[config.mk]
export PLATFORM = sky130hd
export DESIGN_NAME = display_scan_ctrl_flat
export DESIGN_NICKNAME = d
export VERILOG_FILES = /design/src/rtl/display_scan_ctrl_if.sv /design/src/rtl/display_scan_ctrl.sv /design/src/flat_wrapper.sv
export SDC_FILE = /design/constraint.sdc
export NUM_CORES = 1
export LEC_CHECK = 0
export BUFFER_PORTS_ARGS = -buffer_cell sky130_fd_sc_hd__buf_2
export CAP_MARGIN = 20
export CORE_MARGIN = 8
export CORE_UTILIZATION = 30
export CTS_CLUSTER_DIAMETER = 100
export DETAILED_ROUTE_END_ITERATION = 10
export GPL_ROUTABILITY_DRIVEN = 1
export MAX_ROUTING_LAYER = met4
export PLACE_DENSITY_LB_ADDON = 0.25
export SKIP_LAST_GASP = 1
export SYNTH_ARGS = -nofsm -noshare
export SYNTH_HDL_FRONTEND = slang
export SYNTH_SLANG_ARGS = --single-unit
export TNS_END_PERCENT = 30
[constraint.sdc]
create_clock -name clk -period 3.64 [get_ports clk]
set_input_delay 0.364 -clock clk [delete_from_list [all_inputs] [get_ports clk]]
set_output_delay 0.364 -clock clk [all_outputs]
set_load 0.02 [all_outputs]
[src/rtl/display_scan_ctrl_if.sv]
// Bundle of the scan controller's data/control inputs and display outputs.
// The controller connects through the slave modport and its driver through the master modport.
interface display_scan_ctrl_if;
  logic        en;
  logic        load;
  logic [15:0] digits_in;
  logic [3:0]  dp_in;
  logic [3:0]  mask_in;
  logic [6:0]  seg;
  logic        dp;
  logic [3:0]  an;
  logic        frame_done;
  logic        load_ack;

  modport master (
    output en, load, digits_in, dp_in, mask_in,
    input  seg, dp, an, frame_done, load_ack
  );

  modport slave (
    input  en, load, digits_in, dp_in, mask_in,
    output seg, dp, an, frame_done, load_ack
  );
endinterface

[src/rtl/display_scan_ctrl.sv]
// Four-digit multiplexed 7-segment scan controller with guard blanking and
// frame-synchronous double-buffered display data.
module display_scan_ctrl #(
  parameter int unsigned DWELL = 50000,
  parameter int unsigned GUARD = 500
) (
  input logic                clk,
  input logic                rst_n,
  display_scan_ctrl_if.slave bus
);

  typedef enum logic [1:0] {
    IDLE  = 2'd0,
    BLANK = 2'd1,
    DRIVE = 2'd2
  } state_t;

  localparam logic [19:0] DWELL_LAST = 20'(DWELL - 1);
  localparam logic [19:0] GUARD_LAST = (GUARD == 0) ? 20'd0 : 20'(GUARD - 1);
  // With no guard time every slot starts straight in DRIVE.
  localparam state_t      SLOT_START = (GUARD == 0) ? DRIVE : BLANK;

  function automatic logic [6:0] decode_glyph(input logic [3:0] code);
    logic [6:0] g;
    case (code)
      4'h0:    g = 7'b0000001;
      4'h1:    g = 7'b1001111;
      4'h2:    g = 7'b0010010;
      4'h3:    g = 7'b0000110;
      4'h4:    g = 7'b1001100;
      4'h5:    g = 7'b0100100;
      4'h6:    g = 7'b0100000;
      4'h7:    g = 7'b0001111;
      4'h8:    g = 7'b0000000;
      4'h9:    g = 7'b0000100;
      4'hA:    g = 7'b1110001;
      4'hB:    g = 7'b1001000;
      4'hC:    g = 7'b0011000;
      4'hD:    g = 7'b0110001;
      4'hE:    g = 7'b1111110;
      default: g = 7'b1111111;
    endcase
    return g;
  endfunction

  state_t      state_r, state_s;
  logic [1:0]  idx_r, idx_s;
  logic [19:0] cnt_r, cnt_s;
  logic        boundary_s;
  logic        apply_s;

  logic [15:0] act_codes_r, act_codes_s;
  logic [3:0]  act_dp_r, act_dp_s;
  logic [3:0]  act_mask_r, act_mask_s;
  logic [15:0] pend_codes_r;
  logic [3:0]  pend_dp_r;
  logic [3:0]  pend_mask_r;
  logic        pend_valid_r;

  logic [6:0]  seg_r, seg_s;
  logic        dp_r, dp_s;
  logic [3:0]  an_r, an_s;
  logic        frame_done_r, frame_done_s;
  logic        load_ack_r;
  logic        lit_s;
  logic [3:0]  code_s;

  // Next-state sequencing of the scan FSM, digit index and slot counter.
  always_comb begin
    state_s    = state_r;
    idx_s      = idx_r;
    cnt_s      = cnt_r;
    boundary_s = 1'b0;
    if (!bus.en) begin
      state_s = IDLE;
      idx_s   = 2'd0;
      cnt_s   = 20'd0;
    end else begin
      case (state_r)
        IDLE: begin
          state_s    = SLOT_START;
          idx_s      = 2'd0;
          cnt_s      = 20'd0;
          boundary_s = 1'b1;
        end
        BLANK: begin
          if (cnt_r == GUARD_LAST) begin
            state_s = DRIVE;
            cnt_s   = 20'd0;
          end else begin
            cnt_s = cnt_r + 20'd1;
          end
        end
        DRIVE: begin
          if (cnt_r == DWELL_LAST) begin
            state_s    = SLOT_START;
            idx_s      = idx_r + 2'd1;
            cnt_s      = 20'd0;
            boundary_s = (idx_r == 2'd3);
          end else begin
            cnt_s = cnt_r + 20'd1;
          end
        end
        default: begin
          state_s = IDLE;
          idx_s   = 2'd0;
          cnt_s   = 20'd0;
        end
      endcase
    end
  end

  // Active data swaps only at a frame boundary; outputs are decoded from the
  // post-edge state so each registered output matches the state it is in.
  always_comb begin
    apply_s     = boundary_s && pend_valid_r;
    act_codes_s = apply_s ? pend_codes_r : act_codes_r;
    act_dp_s    = apply_s ? pend_dp_r    : act_dp_r;
    act_mask_s  = apply_s ? pend_mask_r  : act_mask_r;
    code_s      = act_codes_s[{idx_s, 2'b00} +: 4];
    lit_s       = (state_s == DRIVE) && act_mask_s[idx_s];
    if (lit_s) begin
      seg_s = decode_glyph(code_s);
      dp_s  = ~act_dp_s[idx_s];
      an_s  = ~(4'b0001 << idx_s);
    end else begin
      seg_s = 7'b1111111;
      dp_s  = 1'b1;
      an_s  = 4'b1111;
    end
    frame_done_s = (state_s == DRIVE) && (idx_s == 2'd3) && (cnt_s == DWELL_LAST);
  end

  // Scan FSM state and registered display outputs.
  always_ff @(posedge clk or negedge rst_n) begin
    if (!rst_n) begin
      state_r      <= IDLE;
      idx_r        <= 2'd0;
      cnt_r        <= 20'd0;
      seg_r        <= 7'b1111111;
      dp_r         <= 1'b1;
      an_r         <= 4'b1111;
      frame_done_r <= 1'b0;
      load_ack_r   <= 1'b0;
    end else begin
      state_r      <= state_s;
      idx_r        <= idx_s;
      cnt_r        <= cnt_s;
      seg_r        <= seg_s;
      dp_r         <= dp_s;
      an_r         <= an_s;
      frame_done_r <= frame_done_s;
      load_ack_r   <= apply_s;
    end
  end

  // Active (displayed) data set.
  always_ff @(posedge clk or negedge rst_n) begin
    if (!rst_n) begin
      act_codes_r <= 16'hFFFF;
      act_dp_r    <= 4'h0;
      act_mask_r  <= 4'h0;
    end else begin
      act_codes_r <= act_codes_s;
      act_dp_r    <= act_dp_s;
      act_mask_r  <= act_mask_s;
    end
  end

  // Pending buffer: a load on a boundary edge wins over the clear, so it
  // waits for the following boundary.
  always_ff @(posedge clk or negedge rst_n) begin
    if (!rst_n) begin
      pend_codes_r <= 16'hFFFF;
      pend_dp_r    <= 4'h0;
      pend_mask_r  <= 4'h0;
      pend_valid_r <= 1'b0;
    end else if (bus.load) begin
      pend_codes_r <= bus.digits_in;
      pend_dp_r    <= bus.dp_in;
      pend_mask_r  <= bus.mask_in;
      pend_valid_r <= 1'b1;
    end else if (apply_s) begin
      pend_valid_r <= 1'b0;
    end else begin
      pend_valid_r <= pend_valid_r;
    end
  end

  assign bus.seg        = seg_r;
  assign bus.dp         = dp_r;
  assign bus.an         = an_r;
  assign bus.frame_done = frame_done_r;
  assign bus.load_ack   = load_ack_r;

endmodule
[src/flat_wrapper.sv]
// flat-port wrapper written by rule: the top's interface ports become plain ports
module display_scan_ctrl_flat 
#(
  parameter int unsigned DWELL = 50000,
  parameter int unsigned GUARD = 500
)
  (clk, rst_n, bus_en, bus_load, bus_digits_in, bus_dp_in, bus_mask_in, bus_seg, bus_dp, bus_an, bus_frame_done, bus_load_ack);
  display_scan_ctrl_if bus_i ();
  input logic clk;
  input logic rst_n;
  input wire logic [$bits(bus_i.en)-1:0] bus_en;
  input wire logic [$bits(bus_i.load)-1:0] bus_load;
  input wire logic [$bits(bus_i.digits_in)-1:0] bus_digits_in;
  input wire logic [$bits(bus_i.dp_in)-1:0] bus_dp_in;
  input wire logic [$bits(bus_i.mask_in)-1:0] bus_mask_in;
  output wire logic [$bits(bus_i.seg)-1:0] bus_seg;
  output wire logic [$bits(bus_i.dp)-1:0] bus_dp;
  output wire logic [$bits(bus_i.an)-1:0] bus_an;
  output wire logic [$bits(bus_i.frame_done)-1:0] bus_frame_done;
  output wire logic [$bits(bus_i.load_ack)-1:0] bus_load_ack;
  assign bus_i.en = bus_en;
  assign bus_i.load = bus_load;
  assign bus_i.digits_in = bus_digits_in;
  assign bus_i.dp_in = bus_dp_in;
  assign bus_i.mask_in = bus_mask_in;
  assign bus_seg = bus_i.seg;
  assign bus_dp = bus_i.dp;
  assign bus_an = bus_i.an;
  assign bus_frame_done = bus_i.frame_done;
  assign bus_load_ack = bus_i.load_ack;
  display_scan_ctrl #(.DWELL(DWELL), .GUARD(GUARD)) u_core (.clk(clk), .rst_n(rst_n), .bus(bus_i));
endmodule
-- Word-level counts from Yosys, hierarchy flattened
Memories as Yosys holds them, arrays and structs flattened.
Cells that the tools add are included.
- output and inout port bits: 14
- bits of input ports: 28
- bits in read-only memories: 112
- memories: 1
- word-level logic and storage cells: 63
- register bits: 87
- eq/ne operators: 8
- reduce and logical (&&, ||, !) cells: 6
- $lt $le $gt $ge: 1
- multiplexer cells: 26
- bitwise logic cells: 2
- add/subtract/negate cells: 2
- shift-type cells: 2
- memory list (name ; words ; bits a word ; read ports ; clocked after memory_dff ; wr ports ; line ; text):
    (no name shown) ; 16 ; 7 ; 1 ; 0 ; 0 ; display_scan_ctrl.sv:25 ; case (code)
- operators by type and width (cell ; number):
    20-bit two-way mux ; 3
    20-bit by 16-bit == test with 1-bit output (second input constant) ; 2
    20-bit one-hot mux with 2 select lines ; 1
    20-bit by 1-bit adder with 20-bit output (second input constant) ; 1
    20-bit by 9-bit == test with 1-bit output (second input constant) ; 1
    16-bit two-way mux ; 1
    16-bit by 5-bit variable part select with 4-bit output ; 1
    4-bit two-way mux ; 3
    2-bit two-way mux ; 5
    2-bit == test (second input constant) ; 4
    1-bit two-way mux ; 7
    7-bit two-way mux ; 1
    2-bit one-hot mux with 3 select lines ; 1
    1-bit binary-select mux with 2-bit select ; 2
    1-bit logical AND ; 4
    4-bit NOT ; 1
    2-bit one-hot mux with 2 select lines ; 1
    1-bit by 2-bit left shift with 4-bit output (first input constant) ; 1
    2-bit by 3-bit < comparator with 1-bit output (second input constant) ; 1
    2-bit by 1-bit adder with 2-bit output (second input constant) ; 1
    2-bit by 1-bit == test with 1-bit output (second input constant) ; 1
    2-bit zero test ; 1
    1-bit one-hot mux with 2 select lines ; 1
    2-bit nonzero test ; 1
    1-bit NOT ; 1

-- Logic depth before layout (Yosys ltp)
- depth in word-level cells: 10
- depth in mapped cells: 14
- mapped depth without buffers: 13

-- Worst setup path before layout
OpenSTA, ideal clock, no wires.
- kind: register -> register
- start: reg u_core.cnt_r[0]
- end: reg u_core.seg_r[0], in the netlist u_core.bus.seg[0]
- stages on the path, launching flop included: 13
- period minus slack after synthesis: 3.208 ns
- path buffers: 0
- arrival: 3.122 ns
- required time: 3.553 ns
- library setup time: 0.087 ns
- slack: 0.432 ns
- cells stage by stage: dfrtp_1 > ha_1 > nand3_1 > or4_4 > nor3_4 > o22ai_1 > mux2i_1 > mux2_2 > inv_1 > ha_1 > or3_1 > a211oi_2 > a31oi_1
- elaborated cells on any way between the ends: 22
- classes of those cells: 3 x eq/ne; 1 x shift; 15 x mux; 2 x reduce/logical; 1 x memory
- RTL lines (element ; line ; text):
    start: declaration ; display_scan_ctrl.sv:48 ; logic [19:0] cnt_r, cnt_s;
    start signal: assignment ; display_scan_ctrl.sv:148 ; cnt_r <= cnt_s;
    20-bit by 16-bit == test with 1-bit output ; display_scan_ctrl.sv:95 ; if (cnt_r == DWELL_LAST) begin
    1-bit two-way mux ; display_scan_ctrl.sv:95 ;
    1-bit one-hot mux with 2 select lines ; display_scan_ctrl.sv:79 ; case (state_r)
    1-bit two-way mux ; display_scan_ctrl.sv:74 ; if (!bus.en) begin
    1-bit logical AND ; display_scan_ctrl.sv:116 ; apply_s = boundary_s && pend_valid_r;
    16-bit two-way mux ; display_scan_ctrl.sv:117 ; act_codes_s = apply_s ? pend_codes_r : act_codes_r;
    net u_core.act_codes_s[4] ; display_scan_ctrl.sv:52 ; logic [15:0] act_codes_r, act_codes_s;
    16-bit by 5-bit variable part select with 4-bit output ; display_scan_ctrl.sv:120 ; code_s = act_codes_s[{idx_s, 2'b00} +: 4];
    memory 16 x 7 bit ; - ;
    7-bit two-way mux ; display_scan_ctrl.sv:122 ; if (lit_s) begin
    net u_core.seg_s[0] ; display_scan_ctrl.sv:60 ; logic [6:0] seg_r, seg_s;
    end signal: assignment ; display_scan_ctrl.sv:149 ; seg_r <= seg_s;
    end: declaration ; display_scan_ctrl.sv:60 ;
The timed path passes the listed nets, and every way through them passes these cells. The select of a mux whose other input is x is not followed.
A chain may end at the register's enable or synchronous reset.

-- Worst setup path in the final report
Ends and elaborated chain as after synthesis.

==> impl_metrics.ini <==
[outcome]
outcome = finished, final reports clean

[global_routing]
grt_pass1_vias = 3506
grt_max_degree = 75
antenna_found_initial = 0
grt_pass1_wl_mm = 17.36
grt_overflow = 0
grtUsageTotal_pct = 11.19

[clocking]
cts_root_buf = clkbuf_16
cts.sinks = 87
clkLatencyLatePin_ns = 0.34
cts_buffers = 9
clockBufferDepth = 2
path_clk_slew_ns = 0.06
htree_levels = 3
tritoncts = built

[sta]
relSlewSlack_pct = 37.74
setup_tns_ns = 0
final_max_slew_viol_count = 0
max_freq_mhz = 293.7
setup_viol = 0
rsz0062_at_grt = false
tightest_slew_ns = 0.9339
finalCritPeriodShare_pct = 93.55
finalHoldViolCount = 0
skew_ns = 0.006629
period_needed_ns = 3.405

[floorplan]
start_util_pct = 30.72
core.rowCount = 44
die_w_um = 138.2
die_h_um = 138.2
die_area_mm2 = 0.01911
core_mm2 = 0.01459
io_pins = 42

[yosys]
synth_edf_count = 0
synth_top_area_cell = dfstp_2
yosys.area.top_type_share_pct = 25.80
synth-seq-cells = 87
synthFlopType = dfstp_2
yosysUniqueCellTypes = 64
synth_nets = 471
yosysWarnings = 0
synth_common_cells = 68 x nand2_1, 44 x dfstp_2, 43 x dfrtp_1, 36 x nor2_1, 24 x mux2_2
synth.most_common_cell = nand2_1
yosysSeqAreaShare_pct = 49.80
syn_area_mm2 = 0.004482
syn_avg_cell_area_um2 = 10.40
synth_area_leaders = dfstp_2 26%, dfrtp_1 24%, mux2_2 6.0%
synth_async_sr_flop_share_pct = 100.0
netlist_instances = 431

[pwr]
vdd_drop_max_uv = 285.3
power_frac_seq_pct = 46.6
power_density_mw_per_mm2 = 473.5
power_frac_comb_pct = 16.5
p_leak_nw = 2.288
switchingPower_uw = 673.3
finalPower_mw = 2.484
p_sw_share_pct = 27.11
p_int_mw = 1.811
p_clk_share_pct = 36.8

[finish]
final_util_pct = 35.96
drive_gt1_share_pct = 33.13
area_growth_pct = 17.06
nets = 522
seqCellArea_mm2 = 0.002232
multi_input_area_mm2 = 0.002118
antenna_cells = 0
fillers = 1449

[worst_setup_path]
worst_setup_path_end_kind = flip-flop
required_ns = 3.88
cp.arrival_ns = 3.65
cp_max_fo = 8
cp-start-kind = flip-flop
crit_type = flip-flop to flip-flop

[route]
ant_nets = 0
wire_per_inst_um = 15.12
dr.pass1.iters = 4
remaining_drc_errors = 0
vias = 3273
vias_per_cell = 4.885
dr.first_iter.drc_count = 237
drt_wl_total_mm = 10.13

[placed_design]
io_buffers = 41
finalWeightedCongestion = 0.8610
dp_hpwl_mm = 7.309

[run]
cap_violations = 0

[min_path]
hp-class = input port to async pin
==> cells by family (layout without fill, tap and decap cells) <==
family | Yosys count | after routing | share of synthesized area, %
simple gates | 172 | 172 | 18.79
flops | 87 | 87 | 49.80
compound gates | 70 | 70 | 11.45
mux | 39 | 39 | 9.883
buf+inv | 33 | 88 | 3.210
xor+xnor | 18 | 18 | 3.518
fa+ha+maj | 12 | 12 | 3.350
==> power by group through the flow <==
| stage | combinational (mW) | clock, mW | sequential, mW |
|---|---|---|---|
| 6_report | 0.411 | 0.915 | 1.16 |
| 5_1_grt | 0.465 | 0.978 | 1.17 |
| 4_1_cts | 0.413 | 0.946 | 1.16 |
| 3_5_place_dp | 0.410 | 0 | 1.18 |
| 3_3_place_gp | 0.399 | 0 | 1.17 |
| 2_1_floorplan | 0.311 | 0 | 1.16 |
==> routing by layer <==
| layer | wire [um] | global-route usage (%) |
|---|---|---|
| met5 | 0 | - |
| met4 | 273 | 4.462 |
| met3 | 325 | 3.014 |
| met2 | 4609 | 16.92 |
| met1 | 4922 | 13.90 |
==> final timing paths <==
| path | cells past startpoint | from | endpoint | slack (ns) |
|---|---|---|---|---|
| worst max-delay path | 12 | u_core.cnt_r[0] | u_core.bus.seg[0] | 0.23 |
| worst min-delay path | 1 | rst_n | u_core.cnt_r[6] | 0.16 |
| worst max register to register | 12 | u_core.cnt_r[0] | u_core.bus.seg[0] | 0.23 |
| worst min register to register | 2 | u_core.act_codes_r[11] | u_core.act_codes_r[11] | 0.46 |
| max in group asynchronous | 2 | rst_n | u_core.bus.seg[0] | 2.64 |
| min in group clk | 3 | bus_mask_in[3] | u_core.pend_mask_r[3] | 0.24 |
==> metrics by stage <==
stage	instance area (um^2)	hold slack, ns	cells	setup WS (ns)
floorplan	4482	0.06841	431	0.4317
global placement	4897	0.4495	648	0.1313
detailed placement	4897	0.4488	648	0.03942
CTS	5186	0.2014	663	0.01750
global route	5246	0.2331	670	0.002442
finish	5246	0.1614	670	0.2347
==> cell usage in the layout, fill, tap and decap left out, types with 7 or more instances in the layout <==
master     instances
buf_4             14
inv_1             17
and3_1            10
a21oi_1            9
dfrtp_1           43
ha_1              12
o22ai_1           11
dfstp_2           44
mux2_2            24
mux2i_1           12
nand3_1           20
xnor2_1           11
xor2_1             7
nand2_1           68
o21ai_0           14
nor2_1            36
clkbuf_16          9
buf_2             40
==> worst max-delay path, stage by stage, from the launching register on <==
cell	delay, ns
dfrtp_1	0.38
ha_1	0.22
nand3_1	0.20
or4_4	0.64
nor3_4	0.25
o22ai_1	0.16
mux2i_1	0.17
mux2_2	0.28
inv_1	0.11
ha_1	0.23
or3_1	0.38
a211oi_2	0.22
a31oi_1	0.07
==> flip-flops by register name, summed over array words and instances, names as in the netlist <==
signal                 flops
u_core.cnt_r              20
u_core.act_codes_r        16
u_core.pend_codes_r       16
u_core.bus.seg             7
u_core.act_dp_r            4
u_core.act_mask_r          4
u_core.bus.an              4
u_core.pend_dp_r           4
u_core.pend_mask_r         4
u_core.idx_r               2
u_core.state_r             2
u_core.bus.dp              1
u_core.bus.frame_done      1
u_core.bus.load_ack        1
u_core.pend_valid_r        1
==> layout make-up <==
class                           count  area share (%)
Clock buffer                       10           4.364
Clock inverter                      5           1.145
Inverter                           19           1.359
Sequential cell                    87           42.55
Tap cell                          184           4.388
Multi-Input combinational cell    311           40.38
Timing Repair Buffer               54           5.819
==> what timing repair did <==
action / CTS / global route
gates resized for setup: 0 / 2
setup buffers: 0 / 7
hold buffers: 0 / 0
setup endpoints to repair: 0 / 2
Note: power is estimated with default switching activity, not from simulation.
